File: src/rtl/soma_pkg.sv
// soma_pkg: op encodings and helpers shared by the soma pipeline
package soma_pkg;
  typedef enum logic [1:0] {
    OP_ADD  = 2'b00,
    OP_SUB  = 2'b01,
    OP_ACC  = 2'b10,
    OP_LOAD = 2'b11
  } op_t;
  function automatic logic uses_acc(input op_t o);
    return o == OP_ACC || o == OP_LOAD;
  endfunction
endpackage

File: src/rtl/soma_seg.sv
// soma_seg: one registered carry-chain segment with stall enable
module soma_seg #(
  parameter int SW = 32
) (
  input  logic          clk,
  input  logic          rst_n,
  input  logic          en,
  input  logic [SW-1:0] x,
  input  logic [SW-1:0] y,
  input  logic          cin,
  output logic [SW-1:0] s,
  output logic          cout
);
  always_ff @(posedge clk or negedge rst_n)
    if (!rst_n) {cout, s} <= '0;
    else if (en) {cout, s} <= {1'b0, x} + {1'b0, y} + (SW+1)'(cin);
endmodule

File: src/rtl/soma_pipe.sv
// soma_pipe: segmented-carry pipelined add/sub/accumulate unit with valid/ready handshake
module soma_pipe
  import soma_pkg::*;
#(
  parameter int WIDTH  = 64,
  parameter int STAGES = 2
) (
  input  logic             clk,
  input  logic             rst_n,
  input  logic             in_valid,
  output logic             in_ready,
  input  logic [1:0]       op,
  input  logic [WIDTH-1:0] a,
  input  logic [WIDTH-1:0] b,
  output logic             out_valid,
  input  logic             out_ready,
  output logic [WIDTH-1:0] sum,
  output logic             cout,
  output logic             ovf,
  output logic [WIDTH-1:0] acc
);
  localparam int SW = WIDTH / STAGES;
  op_t opi;
  logic en, hazard, ci, vi;
  logic [WIDTH-1:0] xi, yi;
  logic [STAGES-1:0] busy;
  assign opi      = op_t'(op);
  assign en       = !(out_valid & !out_ready);
  assign hazard   = (opi == OP_ACC) & |busy;
  assign in_ready = rst_n & en & !hazard;
  assign vi       = in_valid & in_ready;
  assign ci       = opi == OP_SUB;
  assign xi       = opi == OP_ACC ? acc : a;
  assign yi       = opi == OP_ADD ? b : opi == OP_SUB ? ~b : opi == OP_ACC ? a : '0;
  // each stage consumes the low segment of the operands it receives and forwards the rest
  for (genvar k = 0; k < STAGES; k++) begin : g
    localparam int RW = WIDTH - k * SW;
    logic [RW-1:0] xk, yk;
    logic [SW-1:0] sk;
    logic [(k+1)*SW-1:0] s_q;
    logic ck, vk, c_q, v_q;
    op_t ok, o_q;
    if (k == 0) begin : f
      assign xk  = xi;
      assign yk  = yi;
      assign ck  = ci;
      assign vk  = vi;
      assign ok  = opi;
      assign s_q = sk;
    end else begin : m
      logic [k*SW-1:0] p_q;
      assign xk  = g[k-1].r.x_q;
      assign yk  = g[k-1].r.y_q;
      assign ck  = g[k-1].c_q;
      assign vk  = g[k-1].v_q;
      assign ok  = g[k-1].o_q;
      assign s_q = {sk, p_q};
      always_ff @(posedge clk or negedge rst_n)
        if (!rst_n) p_q <= '0;
        else if (en) p_q <= g[k-1].s_q;
    end
    if (k < STAGES - 1) begin : r
      logic [RW-SW-1:0] x_q, y_q;
      always_ff @(posedge clk or negedge rst_n)
        if (!rst_n) begin
          x_q <= '0;
          y_q <= '0;
        end else if (en) begin
          x_q <= xk[RW-1:SW];
          y_q <= yk[RW-1:SW];
        end
    end else begin : l
      logic xm, ym;
      always_ff @(posedge clk or negedge rst_n)
        if (!rst_n) begin
          xm <= 1'b0;
          ym <= 1'b0;
        end else if (en) begin
          xm <= xk[RW-1];
          ym <= yk[RW-1];
        end
    end
    soma_seg #(.SW(SW)) u_seg (
      .clk  (clk),
      .rst_n(rst_n),
      .en   (en),
      .x    (xk[SW-1:0]),
      .y    (yk[SW-1:0]),
      .cin  (ck),
      .s    (sk),
      .cout (c_q)
    );
    always_ff @(posedge clk or negedge rst_n)
      if (!rst_n) begin
        v_q <= 1'b0;
        o_q <= OP_ADD;
      end else if (en) begin
        v_q <= vk;
        o_q <= ok;
      end
    assign busy[k] = v_q & uses_acc(o_q);
  end
  assign out_valid = g[STAGES-1].v_q;
  assign sum       = g[STAGES-1].s_q;
  assign cout      = g[STAGES-1].c_q;
  // carry into the MSB differs from carry out exactly on signed overflow
  assign ovf       = cout ^ g[STAGES-1].l.xm ^ g[STAGES-1].l.ym ^ sum[WIDTH-1];
  always_ff @(posedge clk or negedge rst_n)
    if (!rst_n) acc <= '0;
    else if (out_valid & out_ready & uses_acc(g[STAGES-1].o_q)) acc <= sum;
endmodule

File: config.mk
export PLATFORM = sky130hd
export DESIGN_NAME = soma_pipe
export DESIGN_NICKNAME = d
export VERILOG_FILES = /design/src/rtl/soma_pkg.sv /design/src/rtl/soma_seg.sv /design/src/rtl/soma_pipe.sv
export SDC_FILE = /design/constraint.sdc
export NUM_CORES = 1
export LEC_CHECK = 0
export ABC_AREA = 1
export BUFFER_PORTS_ARGS = -buffer_cell sky130_fd_sc_hd__buf_2
export CORE_AREA = 5 5 185 187
export CTS_BUF_LIST = sky130_fd_sc_hd__clkbuf_16
export DETAILED_ROUTE_END_ITERATION = 6
export DIE_AREA = 0 0 190 192
export GPL_ROUTABILITY_DRIVEN = 0
export GPL_TIMING_DRIVEN = 0
export PLACE_DENSITY = 0.76
export SLEW_MARGIN = 20
export SYNTH_ARGS = -nofsm -noshare
export SYNTH_HDL_FRONTEND = slang
export SYNTH_HIERARCHICAL = 1
export SYNTH_SLANG_ARGS = --single-unit
File: constraint.sdc
create_clock -name clk -period 2.2 [get_ports clk]
set_input_delay 0.55 -clock clk [delete_from_list [all_inputs] [get_ports clk]]
set_output_delay 0.55 -clock clk [all_outputs]
set_load 0.02 [all_outputs]
==> results of run 1 <==
==> per-layer routing <==
| layer | share of wire [%] | up-vias | GRT usage (%) |
|---|---|---|---|
| met2 | 49 | 734 | 51.7 |
| li1 | - | 8199 | - |
| met4 | 4.8 | 4 | 12.6 |
| met5 | 0.060 | - | 0 |
| met1 | 39 | 7895 | 34.3 |
| met3 | 7.7 | 158 | 5.65 |
==> power by group through the flow <==
stage / clock network, mW / registers, mW / logic, mW
2_1_floorplan: 0 / 8.21 / 4.81
5_1_grt: 4.52 / 7.23 / 11.1
6_report: 4.30 / 7.04 / 10.1
3_3_place_gp: 0 / 7.01 / 9.05
4_1_cts: 4.34 / 7.01 / 9.63
3_5_place_dp: 0 / 7.06 / 9.25
==> cells by family (layout without fill, tap and decap cells) <==
group | count (synthesis) | in the layout | share of synthesized area (%)
compound gates | 215 | 215 | 7.56
buf+inv | 449 | 809 | 11.4
xor+xnor | 28 | 28 | 1.55
simple gates | 1456 | 1456 | 37.5
other cells | 0 | 6 | 0
flops | 232 | 232 | 36.6
fa+ha+maj | 66 | 66 | 5.40
==> per-stage QoR <==
stage / std cells / hold WS, ns / power (mW) / setup slack (ns)
finish: 3254 / 0.0266 / 21.5 / -0.134
global route: 3252 / 0.0484 / 22.9 / -0.147
CTS: 3232 / 0.0446 / 21.0 / -0.0393
detailed placement: 3153 / 0.467 / 16.3 / -1.03
global placement: 3151 / 0.462 / 16.1 / -3.53
floorplan: 2446 / 0.254 / 13.0 / -0.432
==> worst min path at each step <==
stage	from	end	slack, ns
after detailed placement	g[0].u_seg/s[21]	g[0].u_seg/s[21]	0.47
after floorplan	rst_n	acc[0]	0.25
final	rst_n	g[0].r.x_q[11]	0.03
after global placement	g[0].u_seg/s[0]	g[0].u_seg/s[0]	0.46
after global routing	rst_n	g[0].r.x_q[11]	0.05
after CTS	rst_n	g[0].r.x_q[11]	0.04
==> placed cells by master (no fill, tap or decap), drive strengths merged, types with 2 or more instances in the layout <==
cell type,count
diode,6
ha,62
fa,4
nand2,1013
nor4,2
dfrtp,232
o21ai,100
inv,365
o21bai,4
nand3b,12
bufinv,2
a21o,2
nor3,10
buf,371
nand4,6
o211ai,34
a21oi,75
bufbuf,3
clkinvlp,2
nor2,221
clkinv,8
xor2,3
clkbuf,57
nand3,190
xnor2,25
==> worst max-delay path: cells and delay by family <==
kind	cells	cell delay, ns
adder cells (fa/ha/maj)	2	0.78
AND/OR/NAND/NOR	12	1.04
buffers and inverters	4	0.43
==> state kept, by name, indices dropped and copies added, names as in the netlist <==
name	count
g.v_q	1
g.m.p_q	32
g.o_q	2
g.r.x_q	32
out_valid	1
acc	64
g.u_seg/s	64
g.r.y_q	32
g.l.xm	1
g.u_seg/cout	2
g.l.ym	1
==> final cells by class <==
| class | instances | area [um^2] | share of cell area [%] |
|---|---|---|---|
| clock buffers | 27 | 676 | 3.35 |
| inverters | 359 | 1370 | 6.80 |
| flip-flops and latches | 232 | 5810 | 28.7 |
| multi-input cells | 1765 | 9070 | 44.9 |
| well taps | 442 | 553 | 2.74 |
| clock inverters | 18 | 134 | 0.663 |
| diodes | 6 | 15.0 | 0.0743 |
| plain buffers | 88 | 609 | 3.02 |
| repair buffers | 317 | 1960 | 9.71 |
==> repair_timing <==
item | 4_1_cts | 5_1_grt
gates cloned | 3 | 0
pin swaps | 14 | 66
resized for setup | 74 | 143
buffers inserted | 27 | 17
endpoints found under the hold margin | 65 | 0
hold buffers | 5 | 0
setup endpoints to repair | 64 | 57
==> summary.txt, run 1 <==
Logic synthesis
  – Register area share after synthesis: 36.6%
  – Post-Syn Instances: 2446
  – Synth Cell Area: 15900 um^2
  – Share of the synthesized area in the top cell type: 36.6%
  – Post-synth EDFFs: 0
  – Yosys cell types: 35
  – Area contributors post-synth: dfrtp_1 (37%), nand2_1 (24%), inv_1 (8.4%)
  – Prevailing post-synth register cell: dfrtp_1
  – Yosys warnings: 6
  – Area leader, netlist: dfrtp_1
  – Synth cell count leaders: nand2_1 (995), inv_1 (354), dfrtp_1 (232), nor2_1 (207), nand3_1 (182)
  – Ys async rst share: 100%
  – Most frequent cell after synthesis: nand2_1
  – Syn_nets: 2646
  – Seq cells post-synth: 232
  – Mapped Avg Cell Area: 6.48 um^2

Setup path
  – Worst setup path endpoint: g[0].u_seg/s[24]
  – CP Max Fanout: 4
  – Data required, critical path: 2.68 ns
  – Crit Reg-Reg Endpoint: g[0].u_seg/s[24]
  – Crit path launch: op[0]
  – Slowest cell on crit path: fa_2
  – Worst r2r path cells: 13
  – Crit end category: flop
  – CP Launch Type: primary input
  – Critical path's most frequent cell: nand3_2
  – CP max stage delay: 0.41 ns
  – R2R setup slack: -0.10 ns
  – Setup CP Type: primary input to flop
  – FF-to-FF Start: acc[0]
  – Critical path arrival: 2.81 ns
  – CP cell instances: buf_12, clkinv_8, nand2_8, buf_12, buf_12, nand2_4, nand2_4, fa_2, fa_2, nand3_2, nand3_4, nand2_1, nand3_2, nand2_2, nand3_2, nand2_2, nand3_2, nand2_1

STA
  – Setup WS post-layout: -0.134 ns
  – Final setup fails: 7
  – Pins over their slew limit: 0
  – Fmax: 428 MHz
  – RSZ-0062 raised after global routing: true
  – Fin Clk Skew: 0.0225 ns
  – Period utilisation layout: 106%
  – Setup_tns: -0.399 ns
  – Post-layout min period: 2.33 ns
  – Least-Margin Pin Slew: 0.650 ns
  – Relative max-transition margin: 56.6%
  – Fin. Hold Viols: 0

Global route
  – Number of global-route vias before repair: 16700
  – Total global-route track usage: 29.1%
  – Total grt overflow: 0
  – First-pass GRT wire length: 85600 um
  – Initial antenna violation count: 7
  – Largest net degree at the start of global routing: 74

Route
  – DR pass1 iterations: 6
  – DR WL/cell: 17.0 um
  – Via count: 17000
  – Post-DR vias/cell: 5.22
  – DRT iter0 DRCs: 1346
  – Residual DRC: 0
  – Total length of routed wires: 55400 um
  – Antenna viol nets, final: 0

Clock network
  – Cts bufs inserted: 26
  – H-tree depth: 1
  – CTS tree: built
  – Clock sink total: 232
  – Skew-Pair Late Insertion Delay: 0.56 ns
  – CTS Root Cell: clkbuf_16
  – CTS Buffer Depth: 3
  – Clock-pin slew on the worst setup and hold paths: 0.06 ns

Worst hold path
  – Hold Crit Class: primary input to asynchronous set/reset pin

Layout
  – Layout cells sized above 1: 22.0%
  – Util after Layout: 62.5%
  – Nets: 2989
  – Filler instances: 2901
  – Finished Cell Area: 20200 um^2
  – Layout area overhead: 27.4%

Floorplanning
  – # IOs: 266
  – Initial Util: 49.1%
  – Chip width: 190 um
  – Die area: 36500 um^2
  – Site Rows: 66
  – Height of the chip: 192 um
  – Core box area: 32300 um^2

Placed design
  – DP Area: 18000 um^2
  – Buffers added on ports: 263
  – Hpwl dp: 41100 um

Pwr
  – Pleak: 11.4 nW
  – Switching share of power: 44.8%
  – PD cells: 1060 nW/um^2
  – P_sw: 9.61 mW
  – Combinational share of power: 47.2%
  – Internal: 11.8 mW
  – Sequential share of power: 32.8%
  – VDD IR max: 0.000772 V
  – Power share of the clock group: 20.0%

Flow run
  – Number of max-cap violations: 0

Outcome
  – Status: complete, but fails checks
  – Failing checks: setup timing
(Power assumes the default switching activity.)
==> inputs of run 2 (changes only) <==
--- a/config.mk
+++ b/config.mk
@@ -5,15 +5,15 @@
 export SDC_FILE = /design/constraint.sdc
 export NUM_CORES = 1
 export LEC_CHECK = 0
-export ABC_AREA = 1
+export ABC_AREA = 0
 export BUFFER_PORTS_ARGS = -buffer_cell sky130_fd_sc_hd__buf_2
-export CORE_AREA = 5 5 185 187
+export CORE_AREA = 5 5 175 177
 export CTS_BUF_LIST = sky130_fd_sc_hd__clkbuf_16
 export DETAILED_ROUTE_END_ITERATION = 6
-export DIE_AREA = 0 0 190 192
+export DIE_AREA = 0 0 180 182
 export GPL_ROUTABILITY_DRIVEN = 0
 export GPL_TIMING_DRIVEN = 0
-export PLACE_DENSITY = 0.76
+export PLACE_DENSITY = 0.77
 export SLEW_MARGIN = 20
 export SYNTH_ARGS = -nofsm -noshare
 export SYNTH_HDL_FRONTEND = slang
==> run 2 against run 1 <==
  * Global-route usage shrank 3.2 points
  * Final cell count shrank 31%
  * Via count shrank 25%
  * Final area shrank 7.6%
  * Clock-buffer cell count is the same
  * Fmax shrank 28%
  * Setup slack lost 0.92 ns
  * Sequential power grew 6.1%
  * Critical endpoint is now g[0].u_seg/s[28]
  * Worst hold slack gained 0.016 ns
  * The run still ends with setup timing left
  * Clock power grew 6.7%
  * Sequential cell count is the same
==> summary.txt, run 2 <==
STA
  – Fin. Hold Viols: 0 (unchanged)
  – Least-Margin Pin Slew: 0.759 ns (was 0.650 ns)
  – RSZ-0062 raised after global routing: true (unchanged)
  – Pins over their slew limit: 0 (unchanged)
  – Period utilisation layout: 148% (was 106%)
  – Post-layout min period: 3.26 ns (was 2.33 ns)
  – Setup WS post-layout: -1.06 ns (was -0.134 ns)
  – Setup_tns: -33.95 ns (was -0.399 ns)
  – Relative max-transition margin: 49.4% (was 56.6%)
  – Fin Clk Skew: 0.00986 ns (was 0.0225 ns)
  – Fmax: 307 MHz (was 428 MHz)
  – Final setup fails: 57 (was 7)

Logic synthesis
  – Most frequent cell after synthesis: nand2_1 (unchanged)
  – Main combinational cell family by area after synthesis: compound AO/OA/AOI/OAI gates (was simple AND/OR/NAND/NOR gates)
  – XOR/XNOR Fraction of Synth Area: 6.97% (was 1.55%)
  – Simple-Gate Fraction of Synth Area: 14.3% (was 37.5%)
  – Register area share after synthesis: 40.9% (was 36.6%)
  – Area leader, netlist: dfrtp_1 (unchanged)
  – Post-Synth Adder-Cell Area: 6.03% (was 5.40%)
  – Compound-Gate Fraction of Synth Area: 16.3% (was 7.56%)
  – Yosys cell types: 63 (was 35)
  – Yosys warnings: 6 (unchanged)
  – Synth cell count leaders: nand2_1 (237), dfrtp_1 (232), mux2_2 (146), nor2_1 (116), xnor2_1 (102) (was nand2_1 (995), inv_1 (354), dfrtp_1 (232), nor2_1 (207), nand3_1 (182))
  – Prevailing post-synth register cell: dfrtp_1 (unchanged)
  – Synth Cell Area: 14200 um^2 (was 15900 um^2)
  – Seq cells post-synth: 232 (unchanged)
  – Post-synthesis mux area share: 11.6% (was 0%)
  – Mapped Avg Cell Area: 9.69 um^2 (was 6.48 um^2)
  – Post-synth EDFFs: 0 (unchanged)
  – Ys async rst share: 100% (unchanged)
  – Area contributors post-synth: dfrtp_1 (41%), mux2_2 (12%), xnor2_1 (6.3%) (was dfrtp_1 (37%), nand2_1 (24%), inv_1 (8.4%))
  – Syn_nets: 1665 (was 2646)
  – Post-Syn Instances: 1465 (was 2446)
  – Share of the synthesized area in the top cell type: 40.9% (was 36.6%)

Setup path
  – Slowest cell on crit path: fa_2 (unchanged)
  – Critical path arrival: 3.67 ns (was 2.81 ns)
  – CP Launch Type: primary input (unchanged)
  – WP depth: 17 (was 18)
  – Buf/Inv on CP: 4 (unchanged)
  – CP max stage delay: 0.40 ns (was 0.41 ns)
  – Worst r2r path cells: 12 (was 13)
  – Crit end category: flop (unchanged)
  – R2R setup slack: -0.78 ns (was -0.10 ns)
  – CP cell instances: buf_12, buf_8, and2b_2, buf_8, buf_12, nand2_4, nand2_4, fa_2, fa_2, a21oi_4, a2bb2oi_4, a21oi_4, a31oi_4, nand3_4, a211oi_4, nor4b_2, a311o_1 (was buf_12, clkinv_8, nand2_8, buf_12, buf_12, nand2_4, nand2_4, fa_2, fa_2, nand3_2, nand3_4, nand2_1, nand3_2, nand2_2, nand3_2, nand2_2, nand3_2, nand2_1)
  – CP Max Fanout: 6 (was 4)
  – CP delay by family, top: compound AO/OA/AOI/OAI gates (was simple AND/OR/NAND/NOR gates)
  – FF-to-FF Start: acc[0] (unchanged)
  – Setup CP Type: primary input to flop (unchanged)
  – Crit Reg-Reg Endpoint: g[0].u_seg/s[28] (was g[0].u_seg/s[24])
  – Data required, critical path: 2.62 ns (was 2.68 ns)

Global route
  – Initial antenna violation count: 2 (was 7)
  – First-pass GRT wire length: 69700 um (was 85600 um)
  – Total global-route track usage: 25.8% (was 29.1%)
  – Largest net degree at the start of global routing: 97 (was 74)
  – Number of global-route vias before repair: 13100 (was 16700)
  – Total grt overflow: 0 (unchanged)

Floorplanning
  – Height of the chip: 182 um (was 192 um)
  – Initial Util: 48.8% (was 49.1%)
  – # IOs: 266 (unchanged)
  – Die area: 32800 um^2 (was 36500 um^2)
  – Core box area: 29100 um^2 (was 32300 um^2)
  – Chip width: 180 um (was 190 um)
  – Site Rows: 63 (was 66)

Pwr
  – VDD IR max: 0.000835 V (was 0.000772 V)
  – Sequential share of power: 32.6% (was 32.8%)
  – Switching share of power: 40.3% (was 44.8%)
  – Internal: 13.7 mW (was 11.8 mW)
  – P_sw: 9.24 mW (was 9.61 mW)
  – Power share of the clock group: 20.0% (about the same)
  – Combinational share of power: 47.4% (was 47.2%)
  – Pwr Total: 22.9 mW (was 21.5 mW)
  – Pleak: 8.67 nW (was 11.4 nW)
  – PD cells: 1230 nW/um^2 (was 1060 nW/um^2)

Placed design
  – Hpwl dp: 31100 um (was 41100 um)
  – Placed cells: 2121 (was 3153)
  – Buffers added on ports: 264 (was 263)

Layout
  – Nets: 2033 (was 2989)
  – Antenna cells: 0 (was 6)
  – Final std cells w/o fill: 2243 (was 3254)
  – Most common cell after layout, fill and taps aside: buf_2 (was nand2_1)
  – Commonest non-fill, non-tap cells in the layout: buf_2 (288), dfrtp_1 (232), nand2_1 (229) (was nand2_1 (944), inv_1 (353), buf_2 (297))
  – Util after Layout: 64.2% (was 62.5%)
  – Layout cells sized above 1: 39.2% (was 22.0%)
  – Layout area overhead: 31.5% (was 27.4%)

Clock network
  – CTS Root Cell: clkbuf_16 (unchanged)
  – Clock sink total: 232 (unchanged)
  – Clock-pin slew on the worst setup and hold paths: 0.06 ns (about the same)
  – H-tree depth: 1 (unchanged)
  – Skew-Pair Late Insertion Delay: 0.54 ns (was 0.56 ns)
  – Cts bufs inserted: 27 (was 26)
  – CTS Buffer Depth: 3 (unchanged)
  – CTS tree: built (unchanged)

Outcome
  – Status: complete, but fails checks (unchanged)
  – Failing checks: setup timing (unchanged)

Route
  – DRT iter0 DRCs: 883 (was 1346)
  – Residual DRC: 0 (unchanged)
  – Post-DR vias/cell: 5.69 (was 5.22)
  – DR pass1 iterations: 5 (was 6)
  – Antenna viol nets, final: 0 (unchanged)
  – Via count: 12800 (was 17000)
  – Total length of routed wires: 45300 um (was 55400 um)
  – DR WL/cell: 20.2 um (was 17.0 um)

Flow run
  – Number of max-cap violations: 0 (unchanged)

Worst hold path
  – Hold Crit Class: primary input to asynchronous set/reset pin (unchanged)
run 2: changes by cell type in the layout (fill, tap and decap cells not counted), sizes merged, moves of 22 or more:
cell	change
a21o	+22
nor2	-105
buf	+24
o21ai	-35
nand2	-776
a2bb2oi	+34
a31oi	+44
xnor2	+77
inv	-336
mux2	+146
nand3	-165
o211ai	-32
run 2: worst max-delay path by stage:
stage                     start                to
after global placement    rst_n    g[1].m.p_q[21]
after global routing      op[1]  g[0].u_seg/s[28]
after detailed placement  op[1]  g[0].u_seg/s[28]
final                     op[1]  g[0].u_seg/s[28]
after CTS                 op[1]  g[0].u_seg/s[28]
after floorplan           op[1]  g[0].u_seg/s[28]
run 2: area by class of cell:
cell class,count,area (um^2)
Multi-Input combinational cell,1123,8690
Fill cell,2245,10400
Inverter,25,93.8
Timing Repair Buffer,343,2160
Buffer,81,529
Sequential cell,232,5810
Clock inverter,22,220
Tap cell,390,488
Clock buffer,27,676
run 2: cells by family after synthesis:
| kind of cell | count (synthesis) |
|---|---|
| AO/OA/AOI/OAI | 332 |
| XOR/XNOR | 113 |
| adder cells (fa/ha/maj) | 66 |
| buffers and inverters | 110 |
| flip-flops | 232 |
| multiplexers | 146 |
| AND/OR/NAND/NOR | 466 |
run 2: what timing repair did:
action,in CTS,in global routing
endpoints found under the hold margin,49,0
gates cloned,1,0
gates resized for setup,120,98
hold buffers,1,0
setup buffers,41,39
pin swaps,50,49
endpoints found under the setup margin,67,60
run 2: layer usage:
metal  global-route usage (%)  up-vias  wire [um]
li1                         -     5911          -
met1                     32.1     6226      18300
met2                     45.8      517      22500
met3                     4.79      113       2970
met4                     8.08        4       1490
met5                        0        -         32
run 2: power groups by stage:
stage / Clock (mW) / Sequential (mW) / Combinational, mW
2_1_floorplan: 0 / 8.57 / 5.06
3_3_place_gp: 0 / 7.34 / 9.06
3_5_place_dp: 0 / 7.45 / 9.30
4_1_cts: 4.64 / 7.41 / 10.1
5_1_grt: 4.84 / 7.68 / 11.6
6_report: 4.59 / 7.47 / 10.9
run 2: through the flow:
stage	hold slack, ns	setup slack (ns)	area (um^2)
floorplan	0.254	-1.28	14400
finish	0.0430	-1.06	18700
detailed placement	0.463	-2.11	16300
CTS	0.0367	-0.987	18000
global placement	0.459	-3.58	16200
global route	0.0580	-1.12	18700
